[config.mk]
export PLATFORM = sky130hd
export DESIGN_NAME = meter_countdown_flat
export DESIGN_NICKNAME = d
export VERILOG_FILES = /design/src/rtl/meter_countdown_if.sv /design/src/rtl/meter_countdown.sv /design/src/flat_wrapper.sv
export SDC_FILE = /design/constraint.sdc
export NUM_CORES = 1
export LEC_CHECK = 0
export CAP_MARGIN = 20
export CORE_MARGIN = 1.5
export CORE_UTILIZATION = 56
export DETAILED_ROUTE_END_ITERATION = 10
export GPL_ROUTABILITY_DRIVEN = 0
export PLACE_DENSITY = 0.9
export SETUP_SLACK_MARGIN = 0.4
export SLEW_MARGIN = 20
export SYNTH_ARGS = -nofsm -noshare
export SYNTH_HDL_FRONTEND = slang
export SYNTH_SLANG_ARGS = --single-unit
export TNS_END_PERCENT = 30
[constraint.sdc]
create_clock -name clk -period 10.6 [get_ports clk]
set_clock_uncertainty 0.05 [all_clocks]
set_input_delay 2.65 -clock clk [delete_from_list [all_inputs] [get_ports clk]]
set_output_delay 2.65 -clock clk [all_outputs]
set_load 0.005 [all_outputs]
[src/rtl/meter_countdown_if.sv]
// Interface for meter_countdown: divider levels, coin/preset pulses in; time and display state out.
interface meter_countdown_if;
  logic        clk_1Hz;
  logic        clk_blink;
  logic        add_60;
  logic        add_120;
  logic        set_15;
  logic        set_150;
  logic [13:0] seconds;
  logic [15:0] bcd;
  logic        display_on;
  logic        expired;

  modport master (
    output clk_1Hz, clk_blink, add_60, add_120, set_15, set_150,
    input  seconds, bcd, display_on, expired
  );

  modport slave (
    input  clk_1Hz, clk_blink, add_60, add_120, set_15, set_150,
    output seconds, bcd, display_on, expired
  );
endinterface

[src/rtl/meter_countdown.sv]
// Parking-meter countdown: coin/preset handling, 1 Hz decrement, BCD and flash-controlled display enable.
// Define METER_SYNC_EN to put 2-flop synchronizers on clk_1Hz and clk_blink.
module meter_countdown #(
  parameter int MAX_TIME   = 9999,
  parameter int LOW_THRESH = 180
) (
  input  logic               clk,
  input  logic               rst,
  meter_countdown_if.slave   bus
);

  localparam logic [14:0] MAX_W = 15'(MAX_TIME);
  localparam logic [13:0] LOW_W = 14'(LOW_THRESH);

  logic        tick_lvl;
  logic        blink_lvl;
  logic        tick_prev_q;
  logic        tick;
  logic [13:0] seconds_q, seconds_d;
  logic [15:0] bcd_q, bcd_d;
  logic        expired_q, expired_d;
  logic        display_on_q, display_on_d;
  logic [14:0] dec;
  logic [14:0] add;
  logic [14:0] sum;

`ifdef METER_SYNC_EN
  // Synchronizers are deliberately not reset so edge tracking continues through rst.
  logic [1:0] sync_1hz_q;
  logic [1:0] sync_blink_q;

  always_ff @(posedge clk) begin
    sync_1hz_q   <= {sync_1hz_q[0], bus.clk_1Hz};
    sync_blink_q <= {sync_blink_q[0], bus.clk_blink};
  end

  assign tick_lvl  = sync_1hz_q[1];
  assign blink_lvl = sync_blink_q[1];
`else
  assign tick_lvl  = bus.clk_1Hz;
  assign blink_lvl = bus.clk_blink;
`endif

  function automatic logic [15:0] to_bcd(input logic [13:0] bin);
    logic [29:0] sh;
    sh = {16'd0, bin};
    for (int i = 0; i < 14; i++) begin
      for (int j = 0; j < 4; j++) begin
        if (sh[14 + 4*j +: 4] >= 4'd5)
          sh[14 + 4*j +: 4] = sh[14 + 4*j +: 4] + 4'd3;
      end
      sh = sh << 1;
    end
    return sh[29:14];
  endfunction

  always_comb begin
    tick = tick_lvl & ~tick_prev_q;

    dec = {1'b0, seconds_q};
    if (tick && (seconds_q != 14'd0))
      dec = dec - 15'd1;
    add = ({15{bus.add_60}} & 15'd60) + ({15{bus.add_120}} & 15'd120);
    sum = dec + add;

    seconds_d = seconds_q;
    if (bus.set_150)
      seconds_d = 14'd150;
    else if (bus.set_15)
      seconds_d = 14'd15;
    else if (sum > MAX_W)
      seconds_d = MAX_W[13:0];
    else
      seconds_d = sum[13:0];

    bcd_d     = to_bcd(seconds_q);
    expired_d = (seconds_q == 14'd0);

    // Low time flashes with the 1 Hz level; expired flashes with the blink level.
    display_on_d = 1'b1;
    if (seconds_q == 14'd0)
      display_on_d = blink_lvl;
    else if (seconds_q < LOW_W)
      display_on_d = tick_lvl;
  end

  always_ff @(posedge clk) begin
    tick_prev_q <= tick_lvl;
    if (rst) begin
      seconds_q    <= 14'd0;
      bcd_q        <= 16'd0;
      expired_q    <= 1'b0;
      display_on_q <= 1'b0;
    end else begin
      seconds_q    <= seconds_d;
      bcd_q        <= bcd_d;
      expired_q    <= expired_d;
      display_on_q <= display_on_d;
    end
  end

  assign bus.seconds    = seconds_q;
  assign bus.bcd        = bcd_q;
  assign bus.expired    = expired_q;
  assign bus.display_on = display_on_q;

endmodule

[src/flat_wrapper.sv]
// flat-port wrapper written by rule: the top's interface ports become plain ports
module meter_countdown_flat 
#(
  parameter int MAX_TIME   = 9999,
  parameter int LOW_THRESH = 180
)
  (clk, rst, bus_clk_1Hz, bus_clk_blink, bus_add_60, bus_add_120, bus_set_15, bus_set_150, bus_seconds, bus_bcd, bus_display_on, bus_expired);
  meter_countdown_if bus_i ();
  input  logic clk;
  input  logic rst;
  input wire logic [$bits(bus_i.clk_1Hz)-1:0] bus_clk_1Hz;
  input wire logic [$bits(bus_i.clk_blink)-1:0] bus_clk_blink;
  input wire logic [$bits(bus_i.add_60)-1:0] bus_add_60;
  input wire logic [$bits(bus_i.add_120)-1:0] bus_add_120;
  input wire logic [$bits(bus_i.set_15)-1:0] bus_set_15;
  input wire logic [$bits(bus_i.set_150)-1:0] bus_set_150;
  output wire logic [$bits(bus_i.seconds)-1:0] bus_seconds;
  output wire logic [$bits(bus_i.bcd)-1:0] bus_bcd;
  output wire logic [$bits(bus_i.display_on)-1:0] bus_display_on;
  output wire logic [$bits(bus_i.expired)-1:0] bus_expired;
  assign bus_i.clk_1Hz = bus_clk_1Hz;
  assign bus_i.clk_blink = bus_clk_blink;
  assign bus_i.add_60 = bus_add_60;
  assign bus_i.add_120 = bus_add_120;
  assign bus_i.set_15 = bus_set_15;
  assign bus_i.set_150 = bus_set_150;
  assign bus_seconds = bus_i.seconds;
  assign bus_bcd = bus_i.bcd;
  assign bus_display_on = bus_i.display_on;
  assign bus_expired = bus_i.expired;
  meter_countdown #(.MAX_TIME(MAX_TIME), .LOW_THRESH(LOW_THRESH)) u_core (.clk(clk), .rst(rst), .bus(bus_i));
endmodule
* Word level (Yosys, flattened, before mapping)
Index checks and enable logic that the tools add are counted.
Cells by class: add/sub/neg operators 49, order comparisons 48, multiplexer cells 52, bitwise logic cells 2, reduce and logical (&&, ||, !) cells 6
Operators with widths (number):
- $ge A4 B3 Y1 const B | 42
- $mux W4 | 35
- $add A4 B2 Y4 const B | 33
- $mux W3 | 11
- $add A3 B2 Y3 const B | 9
- $mux W8 | 2
- $add A15 B15 Y15 | 1
- $gt A15 B14 Y1 const B | 1
- $mux W15 | 1
- $sub A14 B1 Y15 const B | 1
- $logic_not A14 Y1 | 1
- $lt A14 B8 Y1 const B | 1
- $mux W14 | 1
- $reduce_bool A14 Y1 | 1
- $add A1 B2 Y3 const B | 3
- $ge A1 B3 Y1 const B | 3
- $add A6 B7 Y8 | 1
- $reduce_or A4 Y1 | 1
- $add A1 B2 Y3 const AB | 1
- $ge A1 B3 Y1 const AB | 1
- $reduce_or A3 Y1 | 1
- $mux W1 | 2
- $reduce_or A2 Y1 | 1
- $and A1 B1 Y1 | 1
- other kinds (2) | 2
Storage, ports and cells: bits in registers 33, input port bits 8, output and inout port bits 32, logic and storage cells 165

* Longest topological paths before layout
Gate-level depths: netlist of the first run.
depth in word-level cells 26, gate-level depth with buffers 61

* Worst setup path before layout of the first run
Ideal clock, no wire load.
path kind register to register, start point reg u_core.seconds_q[12] (netlist: u_core.bus.seconds[12]), end point reg u_core.bcd_q[14] (netlist: u_core.bus.bcd[14]), setup time 86 ps, data arrival time 10405 ps, required time 10464 ps, slack 59 ps, cell stages (with the launch flop) 61, path buffers 4, clock period less this slack 10541 ps, cell sequence dfxtp_1 clkbuf_1 inv_1 ha_1 inv_1 ha_1 buf_4 a21oi_4 xnor2_1 inv_1 ha_1 and2b_1 a211oi_2 o2111a_1 inv_2 ha_1 nor2b_1 buf_4 [... 25 more ...] ha_1 nor2_1 nand2_1 nand2_1 mux2i_1 o21ai_1 xor2_1 nand2b_1 ha_1 nor2b_1 a21oi_1 ha_1 nand2b_1 a211oi_1 nor2_1 nand3_2 nor2_1 a211oi_1
Between the ends: word-level cells in the longest chain between the ends 24
RTL lines:
- start, declared | RTL line meter_countdown.sv:19 | logic [13:0] seconds_q, seconds_d;
- start signal, assigned | RTL line meter_countdown.sv:95 | seconds_q <= seconds_d;
- $add A4 B2 Y4 / $ge A4 B3 Y1 (equally long branches) | RTL line meter_countdown.sv:50, meter_countdown.sv:49
- $mux W4 (*) | RTL line meter_countdown.sv:49 | if (sh[14 + 4*j +: 4] >= 4'd5)
- $add A4 B2 Y4 / $ge A4 B3 Y1 (equally long branches) | RTL line meter_countdown.sv:50, meter_countdown.sv:49
- $mux W4 | RTL line meter_countdown.sv:49
- $add A4 B2 Y4 / $ge A4 B3 Y1 (equally long branches) | RTL line meter_countdown.sv:50, meter_countdown.sv:49
- $mux W4 | RTL line meter_countdown.sv:49
- $add A4 B2 Y4 (tied with other cells) | RTL line meter_countdown.sv:50 | sh[14 + 4*j +: 4] = sh[14 + 4*j +: 4] + 4'd3;
- $mux W4 / $mux W3 (equally long branches) | RTL line meter_countdown.sv:49
- [... 8 more ...]
- $add A4 B2 Y4 (tied with other cells) | RTL line meter_countdown.sv:50
- $mux W4 / $mux W3 (equally long branches) | RTL line meter_countdown.sv:49
- $add A4 B2 Y4 (tied with other cells) | RTL line meter_countdown.sv:50
- $mux W4 / $mux W3 (equally long branches) | RTL line meter_countdown.sv:49
- $add A4 B2 Y4 (tied with other cells) | RTL line meter_countdown.sv:50
- $mux W4 / $mux W3 (equally long branches) | RTL line meter_countdown.sv:49
- $ge A4 B3 Y1 / $add A3 B2 Y3 (equally long branches) | RTL line meter_countdown.sv:49, meter_countdown.sv:50
- $mux W3 (*) | RTL line meter_countdown.sv:49
- end signal, assigned | RTL line meter_countdown.sv:91 | bcd_q <= 16'd0;
- end signal, assigned | RTL line meter_countdown.sv:96 | bcd_q <= bcd_d;
- end, declared | RTL line meter_countdown.sv:20 | logic [15:0] bcd_q, bcd_d;
Mark *: on every way between the ends. The rest lies on a longest branch, timed or not. A chain may end at the register's enable or synchronous reset.

* Final worst setup path of the first run
Same ends and word-level chain as after synthesis.

==> results_dict.tcl, run 1 <==
set metrics [dict create \
    yosysWarnings 0 \
    period_minus_slack_ns 9.91 \
    ir_worst_vdd_mv 0.126 \
    p_seq_share_pct 26.7 \
    syn_area_sq_um 5610 \
    die_w_um 103 \
    synthCells 766 \
    crit_family "compound AO/OA/AOI/OAI gates" \
    max_freq_ghz 0.101 \
    fin_nets 843 \
    critPathBufInv 11 \
    cp.depth 56 \
    synth_edf_count 0 \
    ff2ff_path_depth 56 \
    viasPerCell 6.74 \
    cpMostUsedCell "ha_1" \
    p_int_uw 334 \
    multi_input_area_sq_um 4780 \
    clkSinkCount 33 \
    ioPinCount 40 \
    grtUsageTotal_pct 28.5 \
    grt_max_degree 26 \
    finalCritPeriodShare_pct 93.5 \
    antenna_found_initial 0 \
    ctsRootBufferMaster "clkbuf_8" \
    rrSetupSlack_ns 0.69 \
    hold_class "reg -> reg" \
    synth_cell_type_count 109 \
    start_kind "register" \
    syn_nets 808 \
    hold_viol 0 \
    wire_per_inst_um 16.9 \
    p_sw_uw 246 \
    final_common_cell "nor2_1" \
    cp_max_fo 8 \
    start_util_pct 57.7 \
    dieHeight_um 103 \
    relSlewSlack_pct 31.6 \
    rows 36 \
    first_iter_violations 587 \
    rsz0062_at_grt "false" \
    fp.dieArea_sq_um 10600 \
    path_class "reg -> reg" \
    ctsHtreeMaxLevel 2 \
    drt-pass1-iter-count 5 \
    drc 0 \
    r2r_start "u_core.bus.seconds[12]$_SDFF_PP0_" \
    worstHoldStart "u_core.bus.seconds[0]$_SDFF_PP0_" \
    grt_pass1_wl_mm 25.3 \
    ys_seq_area_share_pct 11.8 \
    synth-seq-cells 33 \
    fillCellCount 776 \
    crit_slowest_cell "dfxtp_4" \
    layout_common_cells "nor2_1 (72), a21oi_1 (60), nand2_1 (56), clkdlybuf4s50_1 (39), inv_1 (35)" \
    reg2reg_to "u_core.bus.bcd[14]$_SDFF_PP0_" \
    postSynth.asyncResetShare_pct 0 \
    syn_area_per_cell_sq_um 7.33 \
    port-buffer-count 39 \
    routed_wl_mm 15.8 \
    grt_pass1_vias 5692 \
    endpoint_kind "register" \
    crit_arrival_ns 10.08 \
    clk_latency_ns 0.31 \
    cp.required_ns 10.76 \
    power_density_nw_per_um2 89.6 \
    pwr-share-comb_pct 56.6 \
    maxSlewViolCount 0 \
    status "finished clean" \
    p_sw_share_pct 42.5 \
    antenna_cells 0 \
    leakage_nw 2.46 \
    ant_nets 0 \
    clk_pin_slew_ns 0.08 \
    clkPwrFrac_pct 16.6 \
    place_ws_ns -0.426 \
    hpwl_mm 11.2 \
    gr-total-overflow 0 \
    drive_above_1_share_pct 16.0 \
    final_core_util_pct 66.5 \
    worst_slew_pin_slew_ns 1.01 \
    setup_violations 0 \
    hold_buffers 0 \
    holdPathEnd "u_core.bus.bcd[0]$_SDFF_PP0_" \
    ys.flop_type "dfxtp_1" \
    holdPathStages 2 \
    vias 6302 \
    cts_buffer_depth 2 \
    max_stage_delay_ns 0.39 \
    setup_slack_ns 0.685 \
    core_area_sq_um 9730 \
    syn2layout_area_growth_pct 15.3 \
    drv_cap 0 \
    cts_inserted_buffers 5 \
    tritoncts "yes" \
    ff_latch_area_sq_um 664 \
]
==> worst max-delay path by stage <==
stage,from,to,slack [ns]
after CTS,u_core.bus.seconds[12]$_SDFF_PP0_,u_core.bus.bcd[14]$_SDFF_PP0_,0.43
final,u_core.bus.seconds[12]$_SDFF_PP0_,u_core.bus.bcd[14]$_SDFF_PP0_,0.69
after detailed placement,u_core.bus.seconds[12]$_SDFF_PP0_,u_core.bus.bcd[14]$_SDFF_PP0_,-0.43
after global routing,u_core.bus.seconds[11]$_SDFF_PP0_,u_core.bus.bcd[14]$_SDFF_PP0_,0.19
after global placement,u_core.bus.seconds[12]$_SDFF_PP0_,u_core.bus.bcd[14]$_SDFF_PP0_,0.45
after floorplan,u_core.bus.seconds[12]$_SDFF_PP0_,u_core.bus.bcd[14]$_SDFF_PP0_,0.42
==> power by group through the flow <==
stage | registers, mW | clock network, mW | logic, mW
finish | 0.155 | 0.0964 | 0.328
detailed placement | 0.157 | 0 | 0.315
global route | 0.157 | 0.103 | 0.361
floorplan | 0.151 | 0 | 0.246
global placement | 0.156 | 0 | 0.302
CTS | 0.155 | 0.0978 | 0.319
==> cell usage after synthesis, types with 7 or more instances <==
| cell type | number | area share, % |
|---|---|---|
| o22ai_1 | 10 | 1.1 |
| o21ai_1 | 7 | 0.62 |
| inv_2 | 8 | 0.53 |
| and2_1 | 8 | 0.89 |
| nor4_1 | 10 | 1.1 |
| o31ai_1 | 7 | 0.94 |
| clkbuf_1 | 25 | 1.7 |
| a21oi_1 | 63 | 5.6 |
| nor3_1 | 33 | 2.9 |
| mux2_2 | 7 | 1.4 |
| a211oi_1 | 18 | 2.4 |
| nor2_1 | 73 | 4.9 |
| xnor2_1 | 28 | 4.4 |
| nand2_1 | 56 | 3.7 |
| nand2b_1 | 12 | 1.3 |
| or3_1 | 7 | 0.78 |
| a31oi_1 | 7 | 0.78 |
| nand3_1 | 21 | 1.9 |
| mux2i_1 | 11 | 2.0 |
| o211ai_1 | 12 | 1.6 |
| nand4_1 | 8 | 0.89 |
| a21o_1 | 12 | 1.6 |
| dfxtp_1 | 33 | 12 |
| inv_1 | 36 | 2.4 |
| ha_1 | 33 | 7.4 |
| o221ai_1 | 7 | 1.1 |
| o21ai_0 | 26 | 2.3 |
==> layer usage <==
metal | vias up | GRT usage [%] | routed length (um)
met1 | 2979 | 34.3 | 6620
met3 | 51 | 3.32 | 951
met2 | 287 | 51.7 | 7840
met5 | - | 0 | 0
met4 | 0 | 11.0 | 398
li1 | 2985 | - | -
==> metrics by stage <==
stage | setup TNS (ns) | cell area (sq um) | hold WS, ns | power (mW) | instances
floorplan | 0 | 5640 | 0.473 | 0.397 | 766
global route | 0 | 6470 | 0.588 | 0.621 | 935
finish | 0 | 6470 | 0.551 | 0.580 | 935
CTS | 0 | 6250 | 0.551 | 0.572 | 924
global placement | 0 | 6070 | 0.520 | 0.459 | 909
detailed placement | -0.800 | 6070 | 0.541 | 0.472 | 909
==> final cells by class <==
| class | count | area share [%] |
|---|---|---|
| clock buffer | 6 | 1.12 |
| clock inverter | 2 | 0.155 |
| inverter | 45 | 2.61 |
| multi-input combinational | 648 | 73.9 |
| sequential | 33 | 10.3 |
| tap | 133 | 2.57 |
| timing repair buffer | 68 | 9.39 |
==> cells by family after synthesis <==
kind of cell | after synthesis | share of synthesized area [%]
DFF | 33 | 11.8
adders and majority gates | 34 | 7.71
xor gates and xnor gates | 38 | 6.46
and+or+nand+nor | 280 | 26.1
muxes | 21 | 4.26
AOI/OAI and AO/OA | 275 | 37.0
buffers and inverters | 85 | 6.77
==> sequential cells by signal (all words and copies together) (netlist names) <==
signal                 flops
u_core.bus.expired         1
u_core.bus.display_on      1
u_core.bus.bcd            16
u_core.bus.seconds        14
u_core.tick_prev_q         1
==> timing repair <==
action	CTS	global route
setup endpoints to repair	9	11
resized for setup	11	29
gates cloned	0	0
buffers inserted	7	11
pin swaps	4	10
==> tightest hold or removal path, stage by stage, from the launching register on <==
cell	delay, ns
dfxtp_1	0.34
inv_1	0.14
nor2_1	0.06
No activity file was read; power rests on OpenSTA's default activity.
==> run 2, diff against run 1 <==
--- a/config.mk
+++ b/config.mk
@@ -6,11 +6,13 @@
 export NUM_CORES = 1
 export LEC_CHECK = 0
 export CAP_MARGIN = 20
+export CELL_PAD_IN_SITES_DETAIL_PLACEMENT = 1
+export CELL_PAD_IN_SITES_GLOBAL_PLACEMENT = 2
 export CORE_MARGIN = 1.5
-export CORE_UTILIZATION = 56
+export CORE_UTILIZATION = 32
 export DETAILED_ROUTE_END_ITERATION = 10
 export GPL_ROUTABILITY_DRIVEN = 0
-export PLACE_DENSITY = 0.9
+export PLACE_DENSITY = 0.88
 export SETUP_SLACK_MARGIN = 0.4
 export SLEW_MARGIN = 20
 export SYNTH_ARGS = -nofsm -noshare
==> run 2 against run 1 <==
Against the previous run: sequential share of layout area down 0.39 points; die area up 73%; critical path depth down 5; combinational power about the same; highest routed layer unchanged; non-clock buffer count up 13; routed wire length up 7.8%; flip-flop and latch count unchanged; utilization down 28 points; sequential power about the same; largest power group unchanged; final cell count up 11%; largest cell class unchanged; critical endpoint unchanged; count of clock-buffer cells in the layout unchanged; power up 10%.
==> results_dict.tcl, run 2 (same netlist as run 1, synthesis figures left out) <==
set metrics [dict create \
    maxSlewViolCount 0 \
    ctsHtreeMaxLevel 2 \
    holdPathEnd "u_core.bus.bcd[0]$_SDFF_PP0_" \
    path_class "reg -> reg" \
    setup_violations 0 \
    worst_slew_pin_slew_ns 0.994 \
    power_density_nw_per_um2 95.3 \
    final_common_cell "nor2_1" \
    leakage_nw 2.54 \
    grt_pass1_wl_mm 28.6 \
    vias 5971 \
    routed_wl_mm 17.1 \
    rows 48 \
    drive_above_1_share_pct 16.7 \
    holdPathStages 2 \
    ant_nets 0 \
    reg2reg_to "u_core.bus.bcd[14]$_SDFF_PP0_" \
    wire_per_inst_um 16.4 \
    hold_viol 0 \
    r2r_start "u_core.bus.seconds[12]$_SDFF_PP0_" \
    syn2layout_area_growth_pct 19.2 \
    hold_class "reg -> reg" \
    core_area_sq_um 17200 \
    ctsRootBufferMaster "clkbuf_16" \
    relSlewSlack_pct 32.9 \
    max_stage_delay_ns 0.40 \
    die_w_um 135 \
    crit_start "u_core.bus.seconds[12]$_SDFF_PP0_" \
    cts_inserted_buffers 5 \
    cp_max_fo 10 \
    status "finished clean" \
    ioPinCount 40 \
    hpwl_mm 12.7 \
    first_iter_violations 250 \
    drc 0 \
    finalCritPeriodShare_pct 90.1 \
    setup_tns_ns 0 \
    start_kind "register" \
    max_freq_ghz 0.105 \
    final_core_util_pct 38.8 \
    grt_pass1_vias 5737 \
    ff2ff_path_depth 51 \
    crit_slowest_cell "mux2_2" \
    cp.required_ns 10.75 \
    clk_pin_slew_ns 0.06 \
    drt-pass1-iter-count 4 \
    clk_latency_ns 0.29 \
    fp.dieArea_sq_um 18300 \
    ir_worst_vdd_mv 0.0879 \
    port-buffer-count 39 \
    dieHeight_um 135 \
    largest_reg_flops 16 \
    grt_max_degree 27 \
    setup_slack_ns 1.05 \
    drv_cap 0 \
    grtUsageTotal_pct 18.5 \
    crit_arrival_ns 9.70 \
    viasPerCell 5.75 \
    rrSetupSlack_ns 1.05 \
    place_ws_ns 0.00147 \
    clkSinkCount 33 \
    cts_buffer_depth 2 \
    antenna_cells 0 \
    rsz0062_at_grt "false" \
    endpoint_kind "register" \
    fin_nets 856 \
    antenna_found_initial 0 \
    period_minus_slack_ns 9.55 \
    start_util_pct 32.6 \
    gr-total-overflow 0 \
    layout_common_cells "nor2_1 (72), a21oi_1 (60), nand2_1 (56), buf_4 (42), clkdlybuf4s50_1 (39)" \
    worstHoldStart "u_core.bus.seconds[0]$_SDFF_PP0_" \
    hold_buffers 0 \
    tritoncts "yes" \
]
## run 2: cell types whose count changed in the layout (fill, tap and decap cells not counted), moves of 2 or more
cell       change
o21ai_0        +2
clkinv_2       -2
o21ai_2        -2
buf_4         +13
clkbuf_8       -4
clkbuf_16      +5
## run 2: area by class of cell
type	count	area [sq um]
multi-input cells	648	4730
inverters	45	169
clock buffers	6	139
repair buffers	81	706
flip-flops and latches	33	661
well taps	225	282
clock inverters	1	7.51
fillers	2111	10500
## run 2: worst max path at each step
stage                                                to  slack [ns]  cells past startpoint
after floorplan           u_core.bus.bcd[14]$_SDFF_PP0_        0.42                     59
after global placement    u_core.bus.bcd[14]$_SDFF_PP0_        0.30                     52
after global routing      u_core.bus.bcd[14]$_SDFF_PP0_        0.38                     47
after detailed placement  u_core.bus.bcd[14]$_SDFF_PP0_       0.001                     55
final                     u_core.bus.bcd[14]$_SDFF_PP0_        1.05                     51
after CTS                 u_core.bus.bcd[14]$_SDFF_PP0_        0.41                     56
## run 2: power breakdown
group / internal (mW) / total (mW) / switching, mW
clock network: 0.0923 / 0.154 / 0.0613
registers: 0.140 / 0.155 / 0.0143
logic: 0.149 / 0.329 / 0.180
total: 0.382 / 0.638 / 0.256
## run 2: per-stage QoR
| stage | hold WS, ns | cells | area [sq um] | power, mW |
|---|---|---|---|---|
| floorplan | 0.473 | 766 | 5640 | 0.397 |
| global placement | 0.537 | 1010 | 6250 | 0.477 |
| detailed placement | 0.538 | 1010 | 6250 | 0.481 |
| CTS | 0.546 | 1022 | 6480 | 0.640 |
| global route | 0.577 | 1039 | 6690 | 0.689 |
| finish | 0.535 | 1039 | 6690 | 0.638 |
## run 2: per-layer routing
layer	track usage (%)	wire length [um]	share of wire, %
met4	2.33	85	0.50
met5	0	0	0
met2	32.8	8340	49
met1	25.0	8370	49
met3	1.46	257	1.5
## run 2: what timing repair did
| action | in CTS | in global routing |
|---|---|---|
| setup endpoints to repair | 3 | 11 |
| pin swaps | 5 | 10 |
| buffers inserted | 5 | 17 |
| gates resized for setup | 8 | 19 |
## run 2: worst max-delay path, delay by kind of cell (launching register included)
family	cells	cell delay [ns]
compound gates	14	3.17
xor+xnor	4	0.73
fa+ha+maj	9	1.92
buf+inv	11	1.00
flops	1	0.31
mux	2	0.64
simple gates	11	1.62
